$ cat src/rtl/rtc_bus_arbiter.sv
// Round-robin arbiter for the RTC chip's multiplexed address/data bus.
// Each grant runs one full address phase + data phase with registered pin outputs.
module rtc_bus_arbiter #(
  parameter int unsigned T_PULSE = 5,
  parameter int unsigned T_GAP   = 8
) (
  input  logic        clock,
  input  logic        reset,
  input  logic [2:0]  req_valid,
  input  logic [2:0]  req_write,
  input  logic [23:0] req_addr,
  input  logic [23:0] req_wdata,
  output logic [2:0]  req_done,
  output logic [7:0]  rdata,
  output logic        busy,
  output logic        cs_n,
  output logic        ad_n,
  output logic        rd_n,
  output logic        wr_n,
  output logic [7:0]  ad_out,
  output logic        ad_oe,
  input  logic [7:0]  ad_in
);

  typedef enum logic [3:0] {
    IDLE, A_ADR, A_CS, A_WR, A_END, GAP, D_CS, D_STB, D_END, DONE
  } state_t;

  state_t      state, nxt;
  logic [1:0]  ptr, idx, gidx, cand;
  logic [2:0]  sum;
  logic        gfound, gwrite, write_q;
  logic [7:0]  gaddr, gwdata, addr_q, wdata_q, cnt;

  // First requester at or after the pointer, wrapping 2 -> 0.
  always_comb begin
    gfound = 1'b0;
    gidx   = '0;
    sum    = '0;
    cand   = '0;
    for (int unsigned k = 0; k < 3; k++) begin
      sum = {1'b0, ptr} + 3'(k);
      if (sum >= 3'd3) sum = sum - 3'd3;
      cand = sum[1:0];
      if (!gfound && req_valid[cand]) begin
        gfound = 1'b1;
        gidx   = cand;
      end
    end
  end

  always_comb begin
    gaddr  = req_addr[23:16];
    gwdata = req_wdata[23:16];
    gwrite = req_write[2];
    case (gidx)
      2'd0: begin gaddr = req_addr[7:0];  gwdata = req_wdata[7:0];  gwrite = req_write[0]; end
      2'd1: begin gaddr = req_addr[15:8]; gwdata = req_wdata[15:8]; gwrite = req_write[1]; end
      default: ;
    endcase
  end

  always_comb begin
    nxt = state;
    case (state)
      IDLE:    if (gfound) nxt = A_ADR;
      A_ADR:   nxt = A_CS;
      A_CS:    nxt = A_WR;
      A_WR:    if (cnt == '0) nxt = A_END;
      A_END:   nxt = GAP;
      GAP:     if (cnt == '0) nxt = D_CS;
      D_CS:    nxt = D_STB;
      D_STB:   if (cnt == '0) nxt = D_END;
      D_END:   nxt = DONE;
      DONE:    nxt = IDLE;
      default: nxt = IDLE;
    endcase
  end

  // Pins are decoded from the next state so they are registered yet line up with it.
  always_ff @(posedge clock) begin
    if (!reset) begin
      state    <= IDLE;
      ptr      <= '0;
      idx      <= '0;
      cnt      <= '0;
      addr_q   <= '0;
      wdata_q  <= '0;
      write_q  <= 1'b0;
      rdata    <= '0;
      busy     <= 1'b0;
      req_done <= '0;
      cs_n     <= 1'b1;
      ad_n     <= 1'b1;
      rd_n     <= 1'b1;
      wr_n     <= 1'b1;
      ad_oe    <= 1'b0;
      ad_out   <= '1;
    end else begin
      state <= nxt;
      busy  <= (nxt != IDLE);

      if (state == IDLE && gfound) begin
        idx     <= gidx;
        addr_q  <= gaddr;
        wdata_q <= gwdata;
        write_q <= gwrite;
      end

      if (nxt != state && (nxt == A_WR || nxt == D_STB))
        cnt <= 8'(T_PULSE - 1);
      else if (nxt != state && nxt == GAP)
        cnt <= 8'(T_GAP - 1);
      else if (cnt != '0)
        cnt <= cnt - 8'd1;

      if (state == D_STB && cnt == '0 && !write_q)
        rdata <= ad_in;

      if (state == DONE)
        ptr <= (idx == 2'd2) ? 2'd0 : 2'(idx + 2'd1);

      cs_n     <= 1'b1;
      ad_n     <= 1'b1;
      rd_n     <= 1'b1;
      wr_n     <= 1'b1;
      ad_oe    <= 1'b0;
      ad_out   <= '1;
      req_done <= '0;
      case (nxt)
        A_ADR: begin
          ad_n   <= 1'b0;
          ad_oe  <= 1'b1;
          ad_out <= gaddr;
        end
        A_CS, A_WR: begin
          ad_n   <= 1'b0;
          cs_n   <= 1'b0;
          ad_oe  <= 1'b1;
          ad_out <= addr_q;
          if (nxt == A_WR) wr_n <= 1'b0;
        end
        A_END: begin
          ad_oe  <= 1'b1;
          ad_out <= addr_q;
        end
        GAP, D_CS, D_STB: begin
          if (write_q) begin
            ad_oe  <= 1'b1;
            ad_out <= wdata_q;
          end
          if (nxt != GAP) cs_n <= 1'b0;
          if (nxt == D_STB) begin
            if (write_q) wr_n <= 1'b0;
            else         rd_n <= 1'b0;
          end
        end
        DONE:    req_done <= 3'b001 << idx;
        default: ;
      endcase
    end
  end

endmodule

$ cat config.mk
export PLATFORM = sky130hd
export DESIGN_NAME = rtc_bus_arbiter
export DESIGN_NICKNAME = d
export VERILOG_FILES = /design/src/rtl/rtc_bus_arbiter.sv
export SDC_FILE = /design/constraint.sdc
export NUM_CORES = 1
export LEC_CHECK = 0
export ABC_AREA = 1
export CAP_MARGIN = 15
export CORE_UTILIZATION = 35
export CTS_CLUSTER_DIAMETER = 30
export DETAILED_ROUTE_END_ITERATION = 8
export PLACE_DENSITY = 0.68
export SYNTH_ARGS = -nofsm -noshare
export SYNTH_HDL_FRONTEND = slang
export SYNTH_SLANG_ARGS = --single-unit
$ cat constraint.sdc
create_clock -name clock -period 1.85 [get_ports clock]
set_input_delay 0.37 -clock clock [delete_from_list [all_inputs] [get_ports clock]]
set_output_delay 0.37 -clock clock [all_outputs]
set_load 0.05 [all_outputs]
# Yosys cells after proc, flatten, opt, wreduce, memory -nomap -nowiden
# Index checks and enable logic that the tools add are counted.
[op_classes] eq_ne=21 addsub=7 n_div=0 mux=38 shift=1 mul=0 bitwise=1 reduce_logical=27 n_lt_le_gt_ge=6
[ops] cell="$pmux 4 s9" count=1
[ops] cell="$eq 4x3->1 const B" count=8
[ops] cell="$pmux 8 s2" count=2
[ops] cell="$pmux 8 s3" count=1
[ops] cell="$eq 4x2->1 const B" count=4
[ops] cell="$mux 4" count=4
[ops] cell="$mux 2" count=7
[ops] cell="$eq 4x4->1 const B" count=3
[ops] cell="$mux 1" count=12
[ops] cell="$reduce_or 3->1" count=4
[ops] cell="$lt 2x3->1 const B" count=3
[ops] cell="$mux 3" count=3
[ops] cell="$eq 4x1->1 const B" count=2
[ops] cell="$logic_not 8->1" count=1
[ops] cell="$mux 8" count=1
[ops] cell="$pmux 1 s2" count=4
[ops] cell="$reduce_bool 8->1" count=1
[ops] cell="$sub 8x1->8 const B" count=1
[ops] cell="$logic_and 1x1->1" count=7
[ops] cell="$bmux 1 s2" count=3
[ops] cell="$ge 3x2->1 const B" count=2
[ops] cell="$sub 2x2->2 const B" count=3
[ops] cell="$logic_not 4->1" count=1
[ops] cell="$ne 4x3->1 const B" count=1
[ops] cell="19 further kinds" count=22
[word_totals] inputBits=64 romBits=0 latchBits=0 memories=0 register_bits=58 mem_bits_rw=0 output_inout_bits=25 word_cells=119

# Logic depth before layout (Yosys ltp)
# Gate-level depths: netlist (run 1).
[depth] depth_word=17 depth_mapped=16 ltp_nobuf=15

# Worst setup path before layout (run 1)
# OpenSTA, ideal clock, no wires.
[synth_path] path_type="register to register" start="register ptr[0]" end="register wdata_q[0]" arrival_ns=1.787 path_slack_ns=-0.046 required_ns=1.741 path_stages_with_launch=15 path_buffers=1 synth_period_minus_slack_ns=1.896 setup_ns=0.109 path_cell_list="dfxtp_1 -> inv_1 -> ha_1 -> inv_2 -> nand2_1 -> nand2_2 -> a21oi_4 -> nand4_1 -> nand2_2 -> inv_2 -> buf_6 -> nand3_1 -> nand3_1 -> nand2_1 -> inv_1"
[synth_via] elab_chain_len=13 elab_cells_between_ends=31 cone_classes="add/sub (5); order compare (3); eq/ne (1); mux (16); reduce/logical (6)"
[synth_lines] item="start: declaration" line_no="30" text="logic [1:0] ptr, idx, gidx, cand;"
[synth_lines] item="start signal: assignment" line_no="121" text="ptr <= (idx == 2'd2) ? 2'd0 : 2'(idx + 2'd1);"
[synth_lines] item="branches (longest 13 deep; another with $add 2x1->3)"
[synth_lines] item="end signal: assignment" line_no="106" text="wdata_q <= gwdata;"
[synth_lines] item="end: declaration" line_no="33" text="logic [7:0] gaddr, gwdata, addr_q, wdata_q, cnt;"
# Parallel ways; which one is timed is not known. The select of a mux whose other input is x is not followed.
# A chain may end at the register's enable or synchronous reset.

# Worst setup path in the final report (run 1)
[layout_path] start="register ptr[0]" end="register addr_q[6]"
[layout_via] elab_chain_len=13 elab_cells_between_ends=31 cone_classes="add/sub (5); order compare (3); eq/ne (1); mux (16); reduce/logical (6)"
[layout_lines] item="branches (longest 13 deep; another with $add 2x1->3)"
[layout_lines] item="end signal: assignment" line_no="105" text="addr_q <= gaddr;"
[layout_lines] item="end: declaration" line_no="33"
# Parallel ways; which one is timed is not known. The select of a mux whose other input is x is not followed.

==> results_dict.tcl, run 1 <==
set metrics [dict create \
    status "finished, violations left" \
    violations "negative setup slack" \
    rsz0062_at_grt "true" \
    fin_nets 672 \
    power_density_nw_per_um2 1240 \
    p_sw_share_pct 41.1 \
    tightest_slew_ns 0.514 \
    p_int_w 0.00360 \
    arrival_ns 2.18 \
    drt_iter0_drc 133 \
    avgSynthCellArea_um2 6.72 \
    cts_tree "done" \
    grt_pass1_wl_um 15000 \
    synth.area.top_cells "dfxtp_1 37%, nand2_1 13%, nand3_1 11%, inv_1 7.3%, a21oi_1 5.7%" \
    worstPathRequired_ns 2.07 \
    grt_use_total_pct 19.3 \
    fin_area_um2 4920 \
    synth_adder_area_share_pct 1.58 \
    place_hpwl_um 6680 \
    wl_per_cell_um 12.3 \
    p_clk_share_pct 20.8 \
    synth-warning-count 0 \
    gr-total-overflow 0 \
    dr.pass1.iters 4 \
    numCtsBuffers 9 \
    busiest_layer "met2" \
    antenna_found_initial 0 \
    htreeDepth 3 \
    slew_headroom_pct 65.7 \
    vdd_drop_max_uv 532 \
    synth_compound_area_share_pct 13.5 \
    yosysSeqAreaShare_pct 36.8 \
    dp.cells 692 \
    p_sw_w 0.00251 \
    cp-end-kind "flip-flop" \
    cts.path.max_buffers 2 \
    synthMuxAreaShare_pct 0 \
    seqPwrFrac_pct 29.0 \
    synth-simple-area-share_pct 36.6 \
    leakage_nw 2.31 \
    clock-sinks 58 \
    slowest_stage "dfxtp_2" \
    port_buffers 88 \
    syn_to_final_growth_pct 55.9 \
    start_util_pct 36.2 \
    final_period_minus_worst_setup_slack_ns 1.95 \
    drive_gt1_share_pct 25.8 \
    ioPinCount 89 \
    syn_area_um2 3160 \
    synth_top_area_share_pct 36.8 \
    worst-setup-path-type "flip-flop to flip-flop" \
    grt_use_met3_pct 4.99 \
    p_comb_share_pct 50.2 \
    use_met1_pct 23.0 \
    final_hold_viol_count 0 \
    die_area_um2 9410 \
    die_y_um 97.0 \
    critPathBufInv 5 \
    period_share_pct 106 \
    grt_max_degree 20 \
    drc 0 \
    insertion_delay_ns 0.34 \
    fp.coreArea_um2 8720 \
    place_area_um2 4370 \
    slew_viol_final 0 \
    drt-vias-per-instance 4.88 \
    yosys.area.top_type "dfxtp_1" \
    yosysUniqueCellTypes 36 \
    diodes 0 \
    clk_pin_slew_worst_paths_ns 0.06 \
    p_total_w 0.00611 \
    final_cells 717 \
    syn_inst 470 \
    layout_common_cells "98 x nand2_1, 63 x clkdlybuf4s50_1, 56 x dfxtp_1" \
    grt_pass1_vias 3416 \
    synth_xor_xnor_area_share_pct 0.277 \
    timing.final.ws_setup_ns -0.104 \
    final_common_cell "nand2_1" \
    drtAntennaViolNets 0 \
    hp-class "flip-flop to flip-flop" \
    cp_top_family "simple AND/OR/NAND/NOR gates" \
    vias 3502 \
    critPathMaxStageDelay_ns 0.33 \
    num-fill-cells 816 \
    crit_path_max_fanout 5 \
    dieWidth_um 97.0 \
    finalSetupViolations 25 \
    rows 34 \
    gr-usage-met2_pct 33.5 \
    fmax_ghz 0.512 \
    synth_top_family_by_area "simple AND/OR/NAND/NOR gates" \
    synth_seq_cells 58 \
    max_cap_viol_count 0 \
    routed_wl_um 8810 \
    cts_root_buf "clkbuf_8" \
    crit_chain "buf_4, ha_4, nand2_1, nand3_2, nand2_4, buf_4, nand4_4, buf_6, nand3_2, nand2_1, inv_1, nand2_2, o21bai_1, inv_1" \
    synthesis.nets 538 \
    routabilityCongestion 0.898 \
    start_kind "flip-flop" \
    clock_skew_ns 0.00841 \
]
## worst paths after layout
check / from / cells past startpoint / end / slack (ns)
setup / recovery: ptr[0] / 14 / addr_q[6] / -0.10
hold reg to reg: rdata[0] / 2 / rdata[0] / 0.46
hold / removal: rdata[0] / 2 / rdata[0] / 0.46
setup reg to reg: ptr[0] / 14 / addr_q[6] / -0.10
## kinds of logic after synthesis
family                   Yosys count
flip-flops                        58
XOR/XNOR                           1
AND/OR/NAND/NOR                  250
AO/OA/AOI/OAI                     74
buffers and inverters             83
adder cells (fa/ha/maj)            4
## what timing repair did
action | 4_1_cts | 5_1_grt
pin swaps | 20 | 21
cloned | 2 | 1
endpoints found under the setup margin | 35 | 44
setup buffers | 5 | 1
hold buffers | 0 | 0
resized for setup | 53 | 40
## cell usage after synthesis
cell type and number:
clkbuf_1 5, nor3_4 1, buf_6 4, a31o_2 1, o21ai_0 15, a21oi_4 1, a211oi_1 4, a41oi_1 1
ha_1 4, nand4_1 6, o211ai_1 2, nand2_1 111, nand2_2 8, dfxtp_1 58, inv_2 4, nor2_2 1
nand4_4 1, a21oi_1 36, nand2_4 1, o21bai_1 4, o21ai_1 2, clkinv_1 3, or2_2 5, buf_4 3
nand3_2 3, a21boi_0 1, inv_4 1, buf_2 2, nand3_4 1, nor2_1 36, nor3_1 6, nor4_1 1
nand3_1 69, xor2_1 1, inv_1 61, a31oi_1 7
## power groups by stage
stage | Clock [W] | Sequential [W] | Combinational [W]
3_5_place_dp | 0 | 0.00179 | 0.00281
4_1_cts | 0.00130 | 0.00177 | 0.00292
6_report | 0.00127 | 0.00177 | 0.00307
3_3_place_gp | 0 | 0.00179 | 0.00277
2_1_floorplan | 0 | 0.00219 | 0.00146
5_1_grt | 0.00135 | 0.00181 | 0.00337
## registers in the layout, indices dropped and copies added (netlist names)
register,count
ad_out,8
addr_q,8
cnt,8
rdata,8
wdata_q,8
state,4
req_done,3
idx,2
ptr,2
ad_n,1
ad_oe,1
busy,1
cs_n,1
rd_n,1
wr_n,1
write_q,1
## cell type report
type	instances	area [µm²]	area share [%]
multi-input combinational	330	1870	38.1
timing repair inverter	1	3.75	0.0763
tap	108	135	2.75
clock buffer	11	141	2.87
clock inverter	5	77.6	1.58
inverter	69	273	5.54
sequential	58	1160	23.6
timing repair buffer	135	1250	25.5
## layer usage
metal	vias to the layer above	wire length, µm
met5	-	0
met4	0	173
met3	15	461
met2	108	4360
met1	1571	3820
li1	1808	-
## worst reg2reg max path, delay by kind of cell, from the launching register on
family	cells	cell delay [ns]
flip-flops	1	0.33
AO/OA/AOI/OAI	1	0.16
adder cells (fa/ha/maj)	1	0.17
buffers and inverters	5	0.56
AND/OR/NAND/NOR	7	0.63
## stage by stage
| stage | hold slack (ns) | util [%] | worst slack (ns) | TNS (ns) |
|---|---|---|---|---|
| after floorplan | 0.439 | - | 0.0116 | 0 |
| after global placement | 0.450 | 50.1 | -0.295 | -7.29 |
| after detailed placement | 0.454 | 50.1 | -0.353 | -9.09 |
| after CTS | 0.464 | 54.8 | -0.0739 | -1.10 |
| after global routing | 0.486 | 56.4 | -0.226 | -5.01 |
| final | 0.456 | 56.4 | -0.104 | -0.946 |
Power figures use the tool's default switching activity.
==> run 2, diff against run 1 <==
--- a/config.mk
+++ b/config.mk
@@ -8,6 +8,7 @@
 export ABC_AREA = 1
 export CAP_MARGIN = 15
 export CORE_UTILIZATION = 35
+export CTS_BUF_LIST = sky130_fd_sc_hd__clkbuf_8 sky130_fd_sc_hd__clkbuf_16
 export CTS_CLUSTER_DIAMETER = 30
 export DETAILED_ROUTE_END_ITERATION = 8
 export PLACE_DENSITY = 0.68
==> run 2 against run 1 <==
  * The flow still finishes with violations (negative setup slack)
  * Sequential share of layout area stayed put
  * Routed wire length hardly changed
  * Clock skew stayed put
  * Critical path depth stayed put
  * Combinational power hardly changed
  * Core utilization stayed put
  * Setup slack stayed put
  * Sequential power hardly changed
  * Flip-flop and latch count stayed put
  * Via count stayed put
  * Die area stayed put
  * Largest power group unchanged
==> results_dict.tcl, run 2 (synthesized netlist as in run 1, its figures left out) <==
set metrics [dict create \
    status "finished, violations left" \
    violations "negative setup slack" \
    arrival_ns 2.18 \
    place_hpwl_um 6680 \
    setup_tns_ns -0.946 \
    grt_use_total_pct 19.3 \
    drt-vias-per-instance 4.88 \
    dr.pass1.iters 4 \
    grt_max_degree 20 \
    cp-end-kind "flip-flop" \
    power_density_nw_per_um2 1240 \
    dp.cells 692 \
    grt_pass1_wl_um 15000 \
    worst-setup-path-type "flip-flop to flip-flop" \
    critPathBufInv 5 \
    insertion_delay_ns 0.34 \
    clk_pin_slew_worst_paths_ns 0.06 \
    die_area_um2 9410 \
    cts_tree "done" \
    cts_root_buf "clkbuf_8" \
    vias 3502 \
    rows 34 \
    ioPinCount 89 \
    drive_gt1_share_pct 25.8 \
    fmax_ghz 0.512 \
    timing.final.ws_setup_ns -0.104 \
    max_cap_viol_count 0 \
    crit_chain "buf_4, ha_4, nand2_1, nand3_2, nand2_4, buf_4, nand4_4, buf_6, nand3_2, nand2_1, inv_1, nand2_2, o21bai_1, inv_1" \
    gr-total-overflow 0 \
    rsz0062_at_grt "true" \
    p_sw_w 0.00251 \
    syn_to_final_growth_pct 55.9 \
    crit_start "ptr[0]" \
    final_hold_viol_count 0 \
    numCtsBuffers 9 \
    p_int_w 0.00359 \
    fp.coreArea_um2 8720 \
    htreeDepth 3 \
    cts_hold_buf 0 \
    cp_top_family "simple AND/OR/NAND/NOR gates" \
    start_util_pct 36.2 \
    slowest_stage "dfxtp_2" \
    min_from "rdata[0]" \
    antenna_found_initial 0 \
    period_share_pct 106 \
    seqPwrFrac_pct 29.1 \
    diodes 0 \
    tightest_slew_ns 0.514 \
    routed_wl_um 8820 \
    routabilityCongestion 0.898 \
    clock_skew_ns 0.00841 \
    slew_viol_final 0 \
    critPathMaxStageDelay_ns 0.33 \
    regToRegStartpoint "ptr[0]" \
    drt_iter0_drc 133 \
    die_y_um 97.0 \
    worstPathRequired_ns 2.07 \
    hp-class "flip-flop to flip-flop" \
    wl_per_cell_um 12.3 \
    drc 0 \
    final_period_minus_worst_setup_slack_ns 1.95 \
    drtAntennaViolNets 0 \
    final_common_cell "nand2_1" \
    p_sw_share_pct 41.2 \
    clock-sinks 58 \
    leakage_nw 2.31 \
    p_comb_share_pct 50.2 \
    vdd_drop_max_uv 532 \
    p_clk_share_pct 20.7 \
    crit_path_max_fanout 5 \
    start_kind "flip-flop" \
    dieWidth_um 97.0 \
    port_buffers 88 \
    final_cells 717 \
    finalSetupViolations 25 \
    grt_pass1_vias 3416 \
    fin_nets 672 \
    slew_headroom_pct 65.7 \
    layout_common_cells "98 x nand2_1, 63 x clkdlybuf4s50_1, 56 x dfxtp_1" \
    cts.path.max_buffers 2 \
]
-- run 2: changes by cell type in the layout (fill, tap and decap cells not counted) --
| cell | change |
|---|---|
| clkbuf_1 | -1 |
| inv_1 | +1 |
-- run 2: cell type report --
cell class | instances | area, µm²
Inverter | 69 | 273
Clock buffer | 10 | 138
Clock inverter | 6 | 81.3
Multi-Input combinational cell | 330 | 1870
Sequential cell | 58 | 1160
Timing Repair Buffer | 135 | 1250
Timing Repair inverter | 1 | 3.75
Fill cell | 816 | 3800
Tap cell | 108 | 135
-- run 2: repair_timing --
item,CTS,global route
gates resized for setup,53,40
gates cloned,2,1
buffers inserted,5,1
pin swaps,20,21
endpoints found under the setup margin,35,44
-- run 2: through the flow --
step | hold WS, ns | setup slack [ns] | area, µm² | utilization (%) | power (W)
floorplan | 0.439 | 0.0116 | 3170 | - | 0.00364
global placement | 0.450 | -0.295 | 4370 | 50.1 | 0.00455
detailed placement | 0.454 | -0.353 | 4370 | 50.1 | 0.00461
CTS | 0.464 | -0.0739 | 4780 | 54.8 | 0.00598
global route | 0.486 | -0.226 | 4920 | 56.4 | 0.00654
finish | 0.456 | -0.104 | 4920 | 56.4 | 0.00610
-- run 2: worst paths after layout --
| path | end | slack, ns | cells past startpoint |
|---|---|---|---|
| worst max register to register | addr_q[6] | -0.10 | 14 |
| worst min register to register | rdata[0] | 0.46 | 2 |
| worst max-delay path | addr_q[6] | -0.10 | 14 |
| worst min-delay path | rdata[0] | 0.46 | 2 |
-- run 2: power by group through the flow --
stage / clock, W / combinational (W) / sequential [W]
2_1_floorplan: 0 / 0.00146 / 0.00219
3_3_place_gp: 0 / 0.00277 / 0.00179
3_5_place_dp: 0 / 0.00281 / 0.00179
4_1_cts: 0.00129 / 0.00292 / 0.00177
5_1_grt: 0.00135 / 0.00337 / 0.00181
6_report: 0.00126 / 0.00307 / 0.00177
-- run 2: per-layer routing --
layer	vias up	wire (µm)	GRT usage, %
met5	-	0	0
met4	0	173	6.43
met3	15	461	4.99
met2	108	4360	33.5
met1	1571	3820	23.0
li1	1808	-	-
-- run 2: worst reg2reg max path: cells and delay by family (launching register included) --
family,cells,cell delay [ns]
AND/OR/NAND/NOR,7,0.63
buffers and inverters,5,0.56
flip-flops,1,0.33
adder cells (fa/ha/maj),1,0.17
AO/OA/AOI/OAI,1,0.16
